$ cat src/rtl/adder_arbiter_seq.sv
// Round-robin arbiter sharing one 4-bit ripple adder for nibble-serial WIDTH-bit adds.
// Optional ADDSEQ_SATURATE_EN: clamp res_sum to all ones when the final carry is set.
`timescale 1ns/1ps

module adder_4bit (
   input  logic [3:0] a,
   input  logic [3:0] b,
   input  logic       cin,
   output logic [3:0] sum,
   output logic       cout
);
   logic [4:0] c;

   always_comb begin
      c    = '0;
      sum  = '0;
      c[0] = cin;
      for (int unsigned i = 0; i < 4; i++) begin
         sum[i]   = a[i] ^ b[i] ^ c[i];
         c[i + 1] = (a[i] & b[i]) | (c[i] & (a[i] ^ b[i]));
      end
      cout = c[4];
   end
endmodule

module adder_arbiter_seq #(
   parameter int unsigned WIDTH   = 8,
   parameter int unsigned NUM_REQ = 2,
   localparam int unsigned ID_W   = (NUM_REQ > 1) ? $clog2(NUM_REQ) : 1
) (
   input  logic                       clk,
   input  logic                       n_rst,
   input  logic [NUM_REQ-1:0]         req_valid,
   input  logic [NUM_REQ*WIDTH-1:0]   req_a,
   input  logic [NUM_REQ*WIDTH-1:0]   req_b,
   input  logic [NUM_REQ-1:0]         req_cin,
   output logic [NUM_REQ-1:0]         req_ready,
   output logic                       res_valid,
   input  logic                       res_ready,
   output logic [WIDTH-1:0]           res_sum,
   output logic                       res_overflow,
   output logic [ID_W-1:0]            res_id,
   output logic                       busy
);
   localparam int unsigned NIB   = WIDTH / 4;
   localparam int unsigned NIB_W = (NIB > 1) ? $clog2(NIB) : 1;

   typedef enum logic [1:0] {IDLE, RUN, DONE} state_t;

   state_t             state_q, state_d;
   logic [ID_W-1:0]    rr_ptr_q, rr_ptr_d;
   logic [ID_W-1:0]    id_q, id_d;
   logic [WIDTH-1:0]   a_q, a_d, b_q, b_d, sum_q, sum_d;
   logic               carry_q, carry_d, ovf_q, ovf_d;
   logic [NIB_W-1:0]   nib_q, nib_d;

   logic [NUM_REQ-1:0] grant;
   logic               gnt_any;
   logic [ID_W-1:0]    gnt_id;
   logic [WIDTH-1:0]   sel_a, sel_b;
   logic               sel_cin;
   logic [3:0]         add_a, add_b, add_sum;
   logic               add_cout;

   // Two passes: indices at/above rr_ptr first, then the wrapped-around ones below it.
   always_comb begin
      grant   = '0;
      gnt_any = 1'b0;
      gnt_id  = '0;
      sel_a   = '0;
      sel_b   = '0;
      sel_cin = 1'b0;
      for (int unsigned i = 0; i < NUM_REQ; i++) begin
         if (!gnt_any && req_valid[i] && (i >= 32'(rr_ptr_q))) begin
            gnt_any  = 1'b1;
            gnt_id   = ID_W'(i);
            grant[i] = 1'b1;
            sel_a    = req_a[i*WIDTH +: WIDTH];
            sel_b    = req_b[i*WIDTH +: WIDTH];
            sel_cin  = req_cin[i];
         end
      end
      for (int unsigned i = 0; i < NUM_REQ; i++) begin
         if (!gnt_any && req_valid[i] && (i < 32'(rr_ptr_q))) begin
            gnt_any  = 1'b1;
            gnt_id   = ID_W'(i);
            grant[i] = 1'b1;
            sel_a    = req_a[i*WIDTH +: WIDTH];
            sel_b    = req_b[i*WIDTH +: WIDTH];
            sel_cin  = req_cin[i];
         end
      end
   end

   always_comb begin
      add_a = '0;
      add_b = '0;
      for (int unsigned j = 0; j < NIB; j++) begin
         if (nib_q == NIB_W'(j)) begin
            add_a = a_q[4*j +: 4];
            add_b = b_q[4*j +: 4];
         end
      end
   end

   adder_4bit u_adder (
      .a    (add_a),
      .b    (add_b),
      .cin  (carry_q),
      .sum  (add_sum),
      .cout (add_cout)
   );

   always_comb begin
      state_d  = state_q;
      rr_ptr_d = rr_ptr_q;
      id_d     = id_q;
      a_d      = a_q;
      b_d      = b_q;
      sum_d    = sum_q;
      carry_d  = carry_q;
      ovf_d    = ovf_q;
      nib_d    = nib_q;
      unique case (state_q)
         IDLE: begin
            if (gnt_any) begin
               a_d     = sel_a;
               b_d     = sel_b;
               carry_d = sel_cin;
               id_d    = gnt_id;
               nib_d   = '0;
               state_d = RUN;
               if (32'(gnt_id) + 32'd1 >= NUM_REQ) rr_ptr_d = '0;
               else                                rr_ptr_d = ID_W'(32'(gnt_id) + 32'd1);
            end
         end
         RUN: begin
            for (int unsigned j = 0; j < NIB; j++) begin
               if (nib_q == NIB_W'(j)) sum_d[4*j +: 4] = add_sum;
            end
            carry_d = add_cout;
            nib_d   = nib_q + NIB_W'(1);
            if (nib_q == NIB_W'(NIB - 1)) begin
               ovf_d   = add_cout;
               nib_d   = '0;
               state_d = DONE;
`ifdef ADDSEQ_SATURATE_EN
               if (add_cout) sum_d = '1;
`endif
            end
         end
         DONE: begin
            if (res_ready) state_d = IDLE;
         end
         default: state_d = IDLE;
      endcase
   end

   always_ff @(posedge clk or negedge n_rst) begin
      if (!n_rst) begin
         state_q  <= IDLE;
         rr_ptr_q <= '0;
         id_q     <= '0;
         a_q      <= '0;
         b_q      <= '0;
         sum_q    <= '0;
         carry_q  <= 1'b0;
         ovf_q    <= 1'b0;
         nib_q    <= '0;
      end else begin
         state_q  <= state_d;
         rr_ptr_q <= rr_ptr_d;
         id_q     <= id_d;
         a_q      <= a_d;
         b_q      <= b_d;
         sum_q    <= sum_d;
         carry_q  <= carry_d;
         ovf_q    <= ovf_d;
         nib_q    <= nib_d;
      end
   end

   // Gated by n_rst so no accept strobe is shown while reset is held.
   assign req_ready    = grant & {NUM_REQ{(state_q == IDLE) && n_rst}};
   assign res_valid    = (state_q == DONE);
   assign busy         = (state_q != IDLE);
   assign res_sum      = sum_q;
   assign res_overflow = ovf_q;
   assign res_id       = id_q;
endmodule

$ cat config.mk
export PLATFORM = sky130hd
export DESIGN_NAME = adder_arbiter_seq
export DESIGN_NICKNAME = d
export VERILOG_FILES = /design/src/rtl/adder_arbiter_seq.sv
export SDC_FILE = /design/constraint.sdc
export NUM_CORES = 1
export LEC_CHECK = 0
export CAP_MARGIN = 20
export CORE_MARGIN = 4
export CORE_UTILIZATION = 40
export CTS_BUF_LIST = sky130_fd_sc_hd__clkbuf_8 sky130_fd_sc_hd__clkbuf_16
export DETAILED_ROUTE_END_ITERATION = 8
export PLACE_DENSITY = 0.74
export SYNTH_ARGS = -nofsm -noshare
export SYNTH_HDL_FRONTEND = slang
export SYNTH_SLANG_ARGS = --single-unit
$ cat constraint.sdc
create_clock -name clk -period 2.5 [get_ports clk]
set_input_delay 0.5 -clock clk [delete_from_list [all_inputs] [get_ports clk]]
set_output_delay 0.5 -clock clk [all_outputs]
set_load 0.005 [all_outputs]
==> reports/qor.csv, run 1 <==
metric,value,unit
num rows,22,
met2 Track Usage GR,28.3,%
core area,0.00369,sq mm
"delay-heaviest family, CP",adder cells,
crit path cell chain,mux2_4 > fa_2 > inv_2 > fa_1 > inv_1 > fa_2 > inv_2 > fa_1 > o21ai_1,
GRT Resource Usage Total,18.0,%
vias in the first global route,1393,
VDD IR max,459,uV
# Max-Cap Violations,0,
RSZ-0062 raised after global routing,true,
outcome,"complete, no violations",
I/O pins,53,
"Slew Viols, Final",0,
Synth cell types,30,
DP Wirelength,2970,microns
Post-Syn Instances,125,
Power Density,1230,mW/mm^2
worst skew pair latency,0.28,ns
Residual DRC,0,
Die ar.,0.00492,sq mm
Critical Path RT,2.71,ns
H-tree depth,2,
CTS clock-pin slew for the worst setup and hold paths,0.06,ns
Post-CTS Hold Buffers,0,
Hold Path Class,flip-flop to flip-flop,
total clock sinks,31,
Critical Path Sink Type,flip-flop,
most common library cell in the layout ignoring fill and taps,clkdlybuf4s50_1,
fmax,410,MHz
drt wl/cell,16.9,microns
Worst Path Arrival,2.65,ns
Area Overhead vs Synth,45.7,%
"commonest cells after routing, fill and taps aside","clkdlybuf4s50_1 (52), dfrtp_1 (31), and3_1 (15)",
min Tclk post-route,2.44,ns
Routed Antenna Nets,0,
syn nets,168,
GR Util met1,23.9,%
Final Core Density,61.0,%
hold slack,0.492,ns
Initial Util,41.9,%
TritonCTS clock tree,yes,
nets@finish,227,
initial antenna violation count,0,
"Warnings, synthesis",0,
Post-Route WL,3940,microns
worst clock skew,0.00363,ns
gr ovfl total,0,
GR Layer Usage met3,4.46,%
post-synthesis sequential area ratio,50.2,%
placed cell area,0.00213,sq mm
root buf cell,clkbuf_8,
Crit Path Category,flip-flop to flip-flop,
Die Height,70.1,microns
endpoints failing hold,0,
Pwr Total,0.00277,W
number of diodes,0,
largest net degree at the start of global routing,32,
area of the mapped netlist,0.00154,sq mm
1st-iter DRT viols,138,
Via density,5.42,
CP bufs+invs,3,
Final Cell Area,0.00225,sq mm
# setup viols final,0,
Slew HR,73.9,%
Worst-Margin Slew,0.392,ns
gp weighted congestion,0.802,
DRT Pass-1 Iters,4,
"Slowest-stage cell, CP",fa_1,
GRT busiest layer,met2,
crit-path max FO,3,
CTS Buf Count,5,
DR vias,1264,
Max Root-Sink Buffers,2,
first-pass GRT wire length,6880,microns
layout cells sized above 1,18.9,%
die width,70.1,microns
I/O Buffers,52,
final period utilization,97.7,%
leak pwr,1.03,nW
synthesized flop and latch total,31,
"Avg Cell Area, Syn",12.4,sq um
Max stage delay on crit path,0.44,ns
Critical Path Start Type,flip-flop,
## where the power goes
| group | switching (W) | internal, W | total [W] |
|---|---|---|---|
| clock network | 0.000179 | 0.000247 | 0.000426 |
| registers | 0.000169 | 0.000752 | 0.000920 |
| logic | 0.000618 | 0.000801 | 0.00142 |
## timing repair
action / in CTS / in global routing
cloned: 0 / 0
resized for setup: 5 / 3
pin swaps: 2 / 3
endpoints found under the hold margin: 0 / 0
buffers inserted: 1 / 0
setup endpoints to repair: 2 / 2
## worst reg2reg max path: stages, from the launching register on
cell and delay (ns):
dfrtp_1 0.43, mux2_4 0.33, fa_2 0.37, inv_2 0.07
fa_1 0.16, inv_1 0.06, fa_2 0.33, inv_2 0.06
fa_1 0.44, o21ai_1 0.13
## through the flow
step                std cells  setup WS (ns)  setup TNS, ns
finish                    233         0.0584              0
global route              233        -0.0181        -0.0294
CTS                       233         0.0267              0
detailed placement        224        -0.0379        -0.0703
global placement          224         0.0353              0
floorplan                 125       0.000441              0
## synth_stat cells
| master | count | area share (%) |
|---|---|---|
| inv_1 | 6 | 1.5 |
| o21ai_0 | 5 | 1.6 |
| a221o_1 | 14 | 9.1 |
| o221ai_1 | 1 | 0.57 |
| mux2i_1 | 4 | 2.6 |
| a32oi_1 | 1 | 0.57 |
| a21boi_2 | 1 | 0.73 |
| nand3b_1 | 1 | 0.49 |
| a32o_1 | 2 | 1.3 |
| buf_6 | 2 | 1.5 |
| and3_4 | 1 | 0.73 |
| mux2_4 | 2 | 1.9 |
| dfrtp_1 | 31 | 50 |
| nand2b_1 | 2 | 0.81 |
| o21ai_2 | 1 | 0.57 |
| and3_1 | 15 | 6.1 |
| a21o_1 | 1 | 0.49 |
| o211ai_1 | 1 | 0.49 |
| nor2_1 | 2 | 0.49 |
| fa_1 | 4 | 5.2 |
| o21ai_1 | 2 | 0.65 |
| and4_1 | 1 | 0.57 |
| clkbuf_1 | 1 | 0.24 |
| nor2_4 | 1 | 0.73 |
| or3b_1 | 1 | 0.57 |
| buf_2 | 5 | 1.6 |
| a21oi_1 | 1 | 0.32 |
| mux2_2 | 8 | 5.8 |
| nand2_1 | 7 | 1.7 |
| nand2b_4 | 1 | 0.89 |
## per-layer routing
metal,vias to the layer above,wire length [microns]
met2,53,1930
li1,585,-
met1,619,1700
met4,0,67
met3,7,249
met5,-,0
## layout make-up
| cell class | instances | area [sq um] |
|---|---|---|
| multi-input combinational | 80 | 711 |
| inverter | 6 | 22.5 |
| timing repair buffer | 60 | 581 |
| tap | 48 | 60.1 |
| sequential | 31 | 776 |
| clock inverter | 1 | 3.75 |
| fill | 316 | 1440 |
| clock buffer | 7 | 96.3 |
## cells by family (layout without fill, tap and decap cells)
kind of cell | Yosys count | count (layout) | synth area share, %
and+or+nand+nor | 32 | 32 | 13.0
DFF | 31 | 31 | 50.2
buffers and inverters | 14 | 74 | 4.78
muxes | 14 | 14 | 10.4
adders and majority gates | 4 | 4 | 5.19
AOI/OAI and AO/OA | 30 | 30 | 16.4
## registers in the layout, summed over array words and instances (netlist names)
register,flops
a_q,8
b_q,8
res_sum,8
state_q,2
carry_q,1
nib_q,1
res_id,1
res_overflow,1
rr_ptr_q,1
## path summary, 6_finish.rpt
| kind | endpoint | startpoint | slack, ns | depth (start not counted) |
|---|---|---|---|---|
| setup / recovery | res_sum[7]$_DFFE_PN0P_ | nib_q$_DFFE_PN0P_ | 0.06 | 9 |
| hold / removal | res_overflow$_DFFE_PN0P_ | res_overflow$_DFFE_PN0P_ | 0.49 | 2 |
| setup reg to reg | res_sum[7]$_DFFE_PN0P_ | nib_q$_DFFE_PN0P_ | 0.06 | 9 |
| hold reg to reg | res_overflow$_DFFE_PN0P_ | res_overflow$_DFFE_PN0P_ | 0.49 | 2 |
| max in group asynchronous | b_q[0]$_DFFE_PN0P_ | n_rst | 1.45 | 2 |
| min in group asynchronous | res_sum[5]$_DFFE_PN0P_ | n_rst | 0.76 | 2 |
No activity file was read; power rests on OpenSTA's default activity.
==> run 2, diff against run 1 <==
CORE_UTILIZATION = 42   (was 40)
CTS_BUF_LIST = sky130_fd_sc_hd__clkbuf_4 sky130_fd_sc_hd__clkbuf_8   (was sky130_fd_sc_hd__clkbuf_8 sky130_fd_sc_hd__clkbuf_16)
PLACE_DENSITY = 0.77   (was 0.74)
==> run 2 against run 1 <==
Effect of this change:
- maximum frequency up 2.0%
- die area down 4.2%
- hold slack worse by 0.033 ns
- largest power group unchanged
- non-clock buffer count down 2
- combinational power down 4%
- critical path depth unchanged
- via count down 3.2%
- register-to-register slack better by 0.05 ns
- sequential power about the same
- final cell count down 2.6%
- critical path type unchanged
- core utilization up 3.1 points
==> reports/qor.csv, run 2 (synthesized netlist as in run 1, its figures left out) <==
metric,value,unit
GRT busiest layer,met2,
worst clock skew,0.00420,ns
hold slack,0.459,ns
final period utilization,95.8,%
"commonest cells after routing, fill and taps aside","clkdlybuf4s50_1 (52), dfrtp_1 (30), and3_1 (15)",
vias in the first global route,1250,
Power Density,1200,mW/mm^2
fmax,418,MHz
VDD IR max,505,uV
placed cell count,221,
most common library cell in the layout ignoring fill and taps,clkdlybuf4s50_1,
outcome,"complete, no violations",
die width,68.6,microns
Max Root-Sink Buffers,2,
Residual DRC,0,
nets@finish,225,
I/O pins,53,
number of diodes,0,
gr ovfl total,0,
total clock sinks,31,
Slew HR,49.3,%
DR vias,1223,
Die ar.,0.00471,sq mm
GR Layer Usage met3,4.70,%
worst skew pair latency,0.28,ns
core area,0.00344,sq mm
CTS clock-pin slew for the worst setup and hold paths,0.06,ns
Pwr Total,0.00264,W
GRT Resource Usage Total,17.5,%
1st-iter DRT viols,50,
first-pass GRT wire length,5980,microns
Routed Antenna Nets,0,
Via density,5.39,
pre-CTS WS,-0.0637,ns
# Max-Cap Violations,0,
num rows,21,
min Tclk post-route,2.39,ns
"Setup Fix Bufs, Post-CTS",0,
"Slew Viols, Final",0,
Worst Path Arrival,2.60,ns
Critical Path Start Type,flip-flop,
crit-path max FO,4,
DP Wirelength,2890,microns
Crit Path Category,flip-flop to flip-flop,
Worst-Margin Slew,0.760,ns
initial antenna violation count,0,
Initial Util,44.9,%
DRT Pass-1 Iters,4,
leak pwr,1.00,nW
Area Overhead vs Synth,42.9,%
Critical Path RT,2.70,ns
setup ws final,0.106,ns
# setup viols final,0,
met2 Track Usage GR,28.1,%
H-tree depth,2,
post-route insts no fill,227,
drt wl/cell,16.5,microns
Critical Path Sink Type,flip-flop,
endpoints failing hold,0,
Hold Path Class,primary input to asynchronous set/reset pin,
I/O Buffers,52,
Die Height,68.6,microns
layout cells sized above 1,17.7,%
GR Util met1,22.3,%
RSZ-0062 raised after global routing,false,
gp weighted congestion,0.764,
CTS Buf Count,5,
Post-Route WL,3750,microns
largest net degree at the start of global routing,30,
root buf cell,clkbuf_8,
TritonCTS clock tree,yes,
[run 2: path summary, 6_finish.rpt]
kind | from | endpoint | slack (ns) | depth (start not counted)
max | nib_q$_DFFE_PN0P_ | res_sum[3]$_DFFE_PN0P_ | 0.11 | 9
min | n_rst | rr_ptr_q$_DFFE_PN0P_ | 0.46 | 1
max reg2reg | nib_q$_DFFE_PN0P_ | res_sum[3]$_DFFE_PN0P_ | 0.11 | 9
min reg2reg | res_id$_DFFE_PN0P_ | res_id$_DFFE_PN0P_ | 0.48 | 1
max in group asynchronous | n_rst | nib_q$_DFFE_PN0P_ | 1.38 | 2
min in group clk | res_id$_DFFE_PN0P_ | res_id$_DFFE_PN0P_ | 0.48 | 1
[run 2: repair_timing]
item | CTS | global route
pin swaps | 3 | 2
setup endpoints to repair | 2 | 3
gates resized for setup | 4 | 4
hold buffers | 0 | 0
[run 2: per-layer routing]
metal / vias to the layer above / share of wire [%] / wire (microns)
met1: 587 / 42 / 1590
met3: 8 / 6.8 / 254
met2: 44 / 49 / 1850
met5: - / 0 / 0
li1: 584 / - / -
met4: 0 / 1.5 / 58
[run 2: critical path: stages (launching register included)]
cell,delay [ns]
dfrtp_2,0.43
mux2_4,0.32
fa_2,0.36
inv_2,0.06
fa_1,0.15
inv_1,0.05
fa_2,0.33
inv_2,0.06
fa_1,0.42
o21ai_1,0.13
[run 2: final cells by class]
class	instances	area [sq um]
fill	279	1240
sequential	31	777
multi-input combinational	80	707
timing repair buffer	58	566
clock buffer	6	76.3
tap	46	57.6
inverter	6	22.5
[run 2: report_power, final]
part / internal [W] / total (W) / switching [W]
Clock: 0.000196 / 0.000360 / 0.000164
Combinational: 0.000771 / 0.00136 / 0.000586
Sequential: 0.000753 / 0.000921 / 0.000167
Total: 0.00172 / 0.00264 / 0.000918
[run 2: through the flow]
| step | setup TNS, ns | util, % | cell area, sq um |
|---|---|---|---|
| after floorplan | 0 | - | 1550 |
| after global placement | 0 | 61.5 | 2120 |
| after detailed placement | -0.0950 | 61.5 | 2120 |
| after CTS | 0 | 63.9 | 2200 |
| after global routing | 0 | 64.1 | 2210 |
| final | 0 | 64.1 | 2210 |
==> run 3, diff against run 2 <==
CORE_UTILIZATION = 50   (was 42)
PLACE_DENSITY = 0.86   (was 0.77)
clock period = 3.11 ns   (was 2.5 ns; I/O delays follow)
==> run 3 against run 2 <==
Effect of this change:
- clock power down 36%
- sequential power down 18%
- global-route usage up 2.2 points
- combinational power down 26%
==> reports/qor.csv, run 3 (synthesized netlist as in run 1, its figures left out) <==
metric,value,unit
outcome,"complete, no violations",
core area,0.00285,sq mm
Final Cell Area,0.00213,sq mm
pre-CTS WS,0.310,ns
fmax,358,MHz
nets@finish,222,
GRT Resource Usage Total,19.7,%
TritonCTS clock tree,yes,
worst skew pair latency,0.33,ns
Crit Path Category,flip-flop to flip-flop,
"commonest cells after routing, fill and taps aside","clkdlybuf4s50_1 (52), dfrtp_1 (31), and3_1 (15)",
initial antenna violation count,0,
I/O pins,53,
CP dominant cell by count,fa_1,
leak pwr,0.982,nW
RR Endpoint,res_sum[7]$_DFFE_PN0P_,
"Slew Viols, Final",0,
Post-CTS Hold Buffers,0,
1st-iter DRT viols,65,
crit path cell chain,mux2_2 > fa_1 > inv_1 > fa_1 > inv_1 > fa_1 > inv_1 > fa_1 > o21ai_0,
HP Start,res_overflow$_DFFE_PN0P_,
Worst R2R Start,nib_q$_DFFE_PN0P_,
first-pass GRT wire length,6110,microns
PostCTS Resize Cnt,0,
most common library cell in the layout ignoring fill and taps,clkdlybuf4s50_1,
Total Neg Setup Slack,0,ns
largest net degree at the start of global routing,20,
Routed Antenna Nets,0,
DR vias,1198,
CTS clock-pin slew for the worst setup and hold paths,0.08,ns
worst clock skew,0.0114,ns
CTS Buf Count,5,
number of diodes,0,
min Tclk post-route,2.79,ns
Via density,5.68,
"Slowest-stage cell, CP",dfrtp_1,
area occupied by multi-input gates,694,sq um
gp weighted congestion,0.846,
drt wl/cell,16.7,microns
Slew HR,52.4,%
VDD IR max,457,uV
Hold Path Class,flip-flop to flip-flop,
die width,63.6,microns
placed cell area,0.00207,sq mm
Post-Route WL,3520,microns
I/O Buffers,52,
Worst-Margin Slew,0.714,ns
Residual DRC,0,
Die ar.,0.00404,sq mm
vias in the first global route,1267,
RSZ-0062 raised after global routing,false,
storage element area,776,sq um
"Endpoint, Worst Hold",res_overflow$_DFFE_PN0P_,
root buf cell,clkbuf_4,
num rows,19,
Area Overhead vs Synth,38.1,%
Critical Path Start Type,flip-flop,
R2R depth,9,
# setup viols final,0,
"Setup Fix Bufs, Post-CTS",0,
Power Density,934,mW/mm^2
Worst Path Arrival,3.04,ns
Die Height,63.6,microns
setup ws final,0.315,ns
CP bufs+invs,3,
endpoints failing hold,0,
DP Wirelength,2780,microns
Critical Path Sink Type,flip-flop,
gr ovfl total,0,
"delay-heaviest family, CP",adder cells,
Max stage delay on crit path,0.62,ns
final period utilization,89.9,%
FF-to-FF setup slack,0.32,ns
H-tree depth,2,
crit-path max FO,11,
DRT Pass-1 Iters,6,
Max Root-Sink Buffers,2,
Fillers,216,
hold path cells,2,
# Max-Cap Violations,0,
total clock sinks,31,
Critical Path RT,3.36,ns
Initial Util,54.1,%
layout cells sized above 1,14.4,%
Final Core Density,74.7,%
-- run 3: cell types whose count changed in the layout (fill, tap and decap cells not counted), moves of 2 or more --
cell / delta
buf_4: -3
fa_2: -2
fa_1: +2
inv_1: +2
clkbuf_4: +6
inv_2: -2
mux2_4: -2
mux2_2: +2
clkbuf_8: -5
-- run 3: worst max path at each step --
stage,slack (ns),to,from,cells after the start
floorplan,0.54,res_sum[7]$_DFFE_PN0P_,nib_q$_DFFE_PN0P_,10
finish,0.32,res_sum[7]$_DFFE_PN0P_,nib_q$_DFFE_PN0P_,9
CTS,0.30,res_sum[7]$_DFFE_PN0P_,nib_q$_DFFE_PN0P_,9
global route,0.08,res_sum[7]$_DFFE_PN0P_,nib_q$_DFFE_PN0P_,9
global placement,0.42,res_sum[7]$_DFFE_PN0P_,nib_q$_DFFE_PN0P_,9
detailed placement,0.31,res_sum[7]$_DFFE_PN0P_,nib_q$_DFFE_PN0P_,9
-- run 3: where the power goes --
| part | switching [W] | internal (W) |
|---|---|---|
| registers | 0.000150 | 0.000602 |
| logic | 0.000434 | 0.000577 |
| clock network | 0.000124 | 0.000105 |
-- run 3: metal layers --
metal	global-route usage [%]	routed length (microns)
met5	0	0
met4	5.39	34
met3	8.53	293
met2	29.9	1690
met1	25.7	1500
-- run 3: per-stage QoR --
stage                     hold WS, ns  std cells  power, W
final                           0.486        211   0.00199
after global routing            0.524        211   0.00219
after CTS                       0.494        211   0.00202
after detailed placement        0.474        203   0.00179
after global placement          0.462        203   0.00172
after floorplan                 0.326        125   0.00141
-- run 3: final cells by class --
class	count	area share, %
clock inverter	1	0.235
sequential	31	36.4
timing repair buffer	55	25.5
multi-input combinational	80	32.6
inverter	6	1.06
tap	31	1.82
clock buffer	7	2.46
-- run 3: worst min-delay path, stage by stage, from the launching register on --
cell     delay (ns)
dfrtp_1        0.35
nand2_1        0.05
o21ai_0        0.06
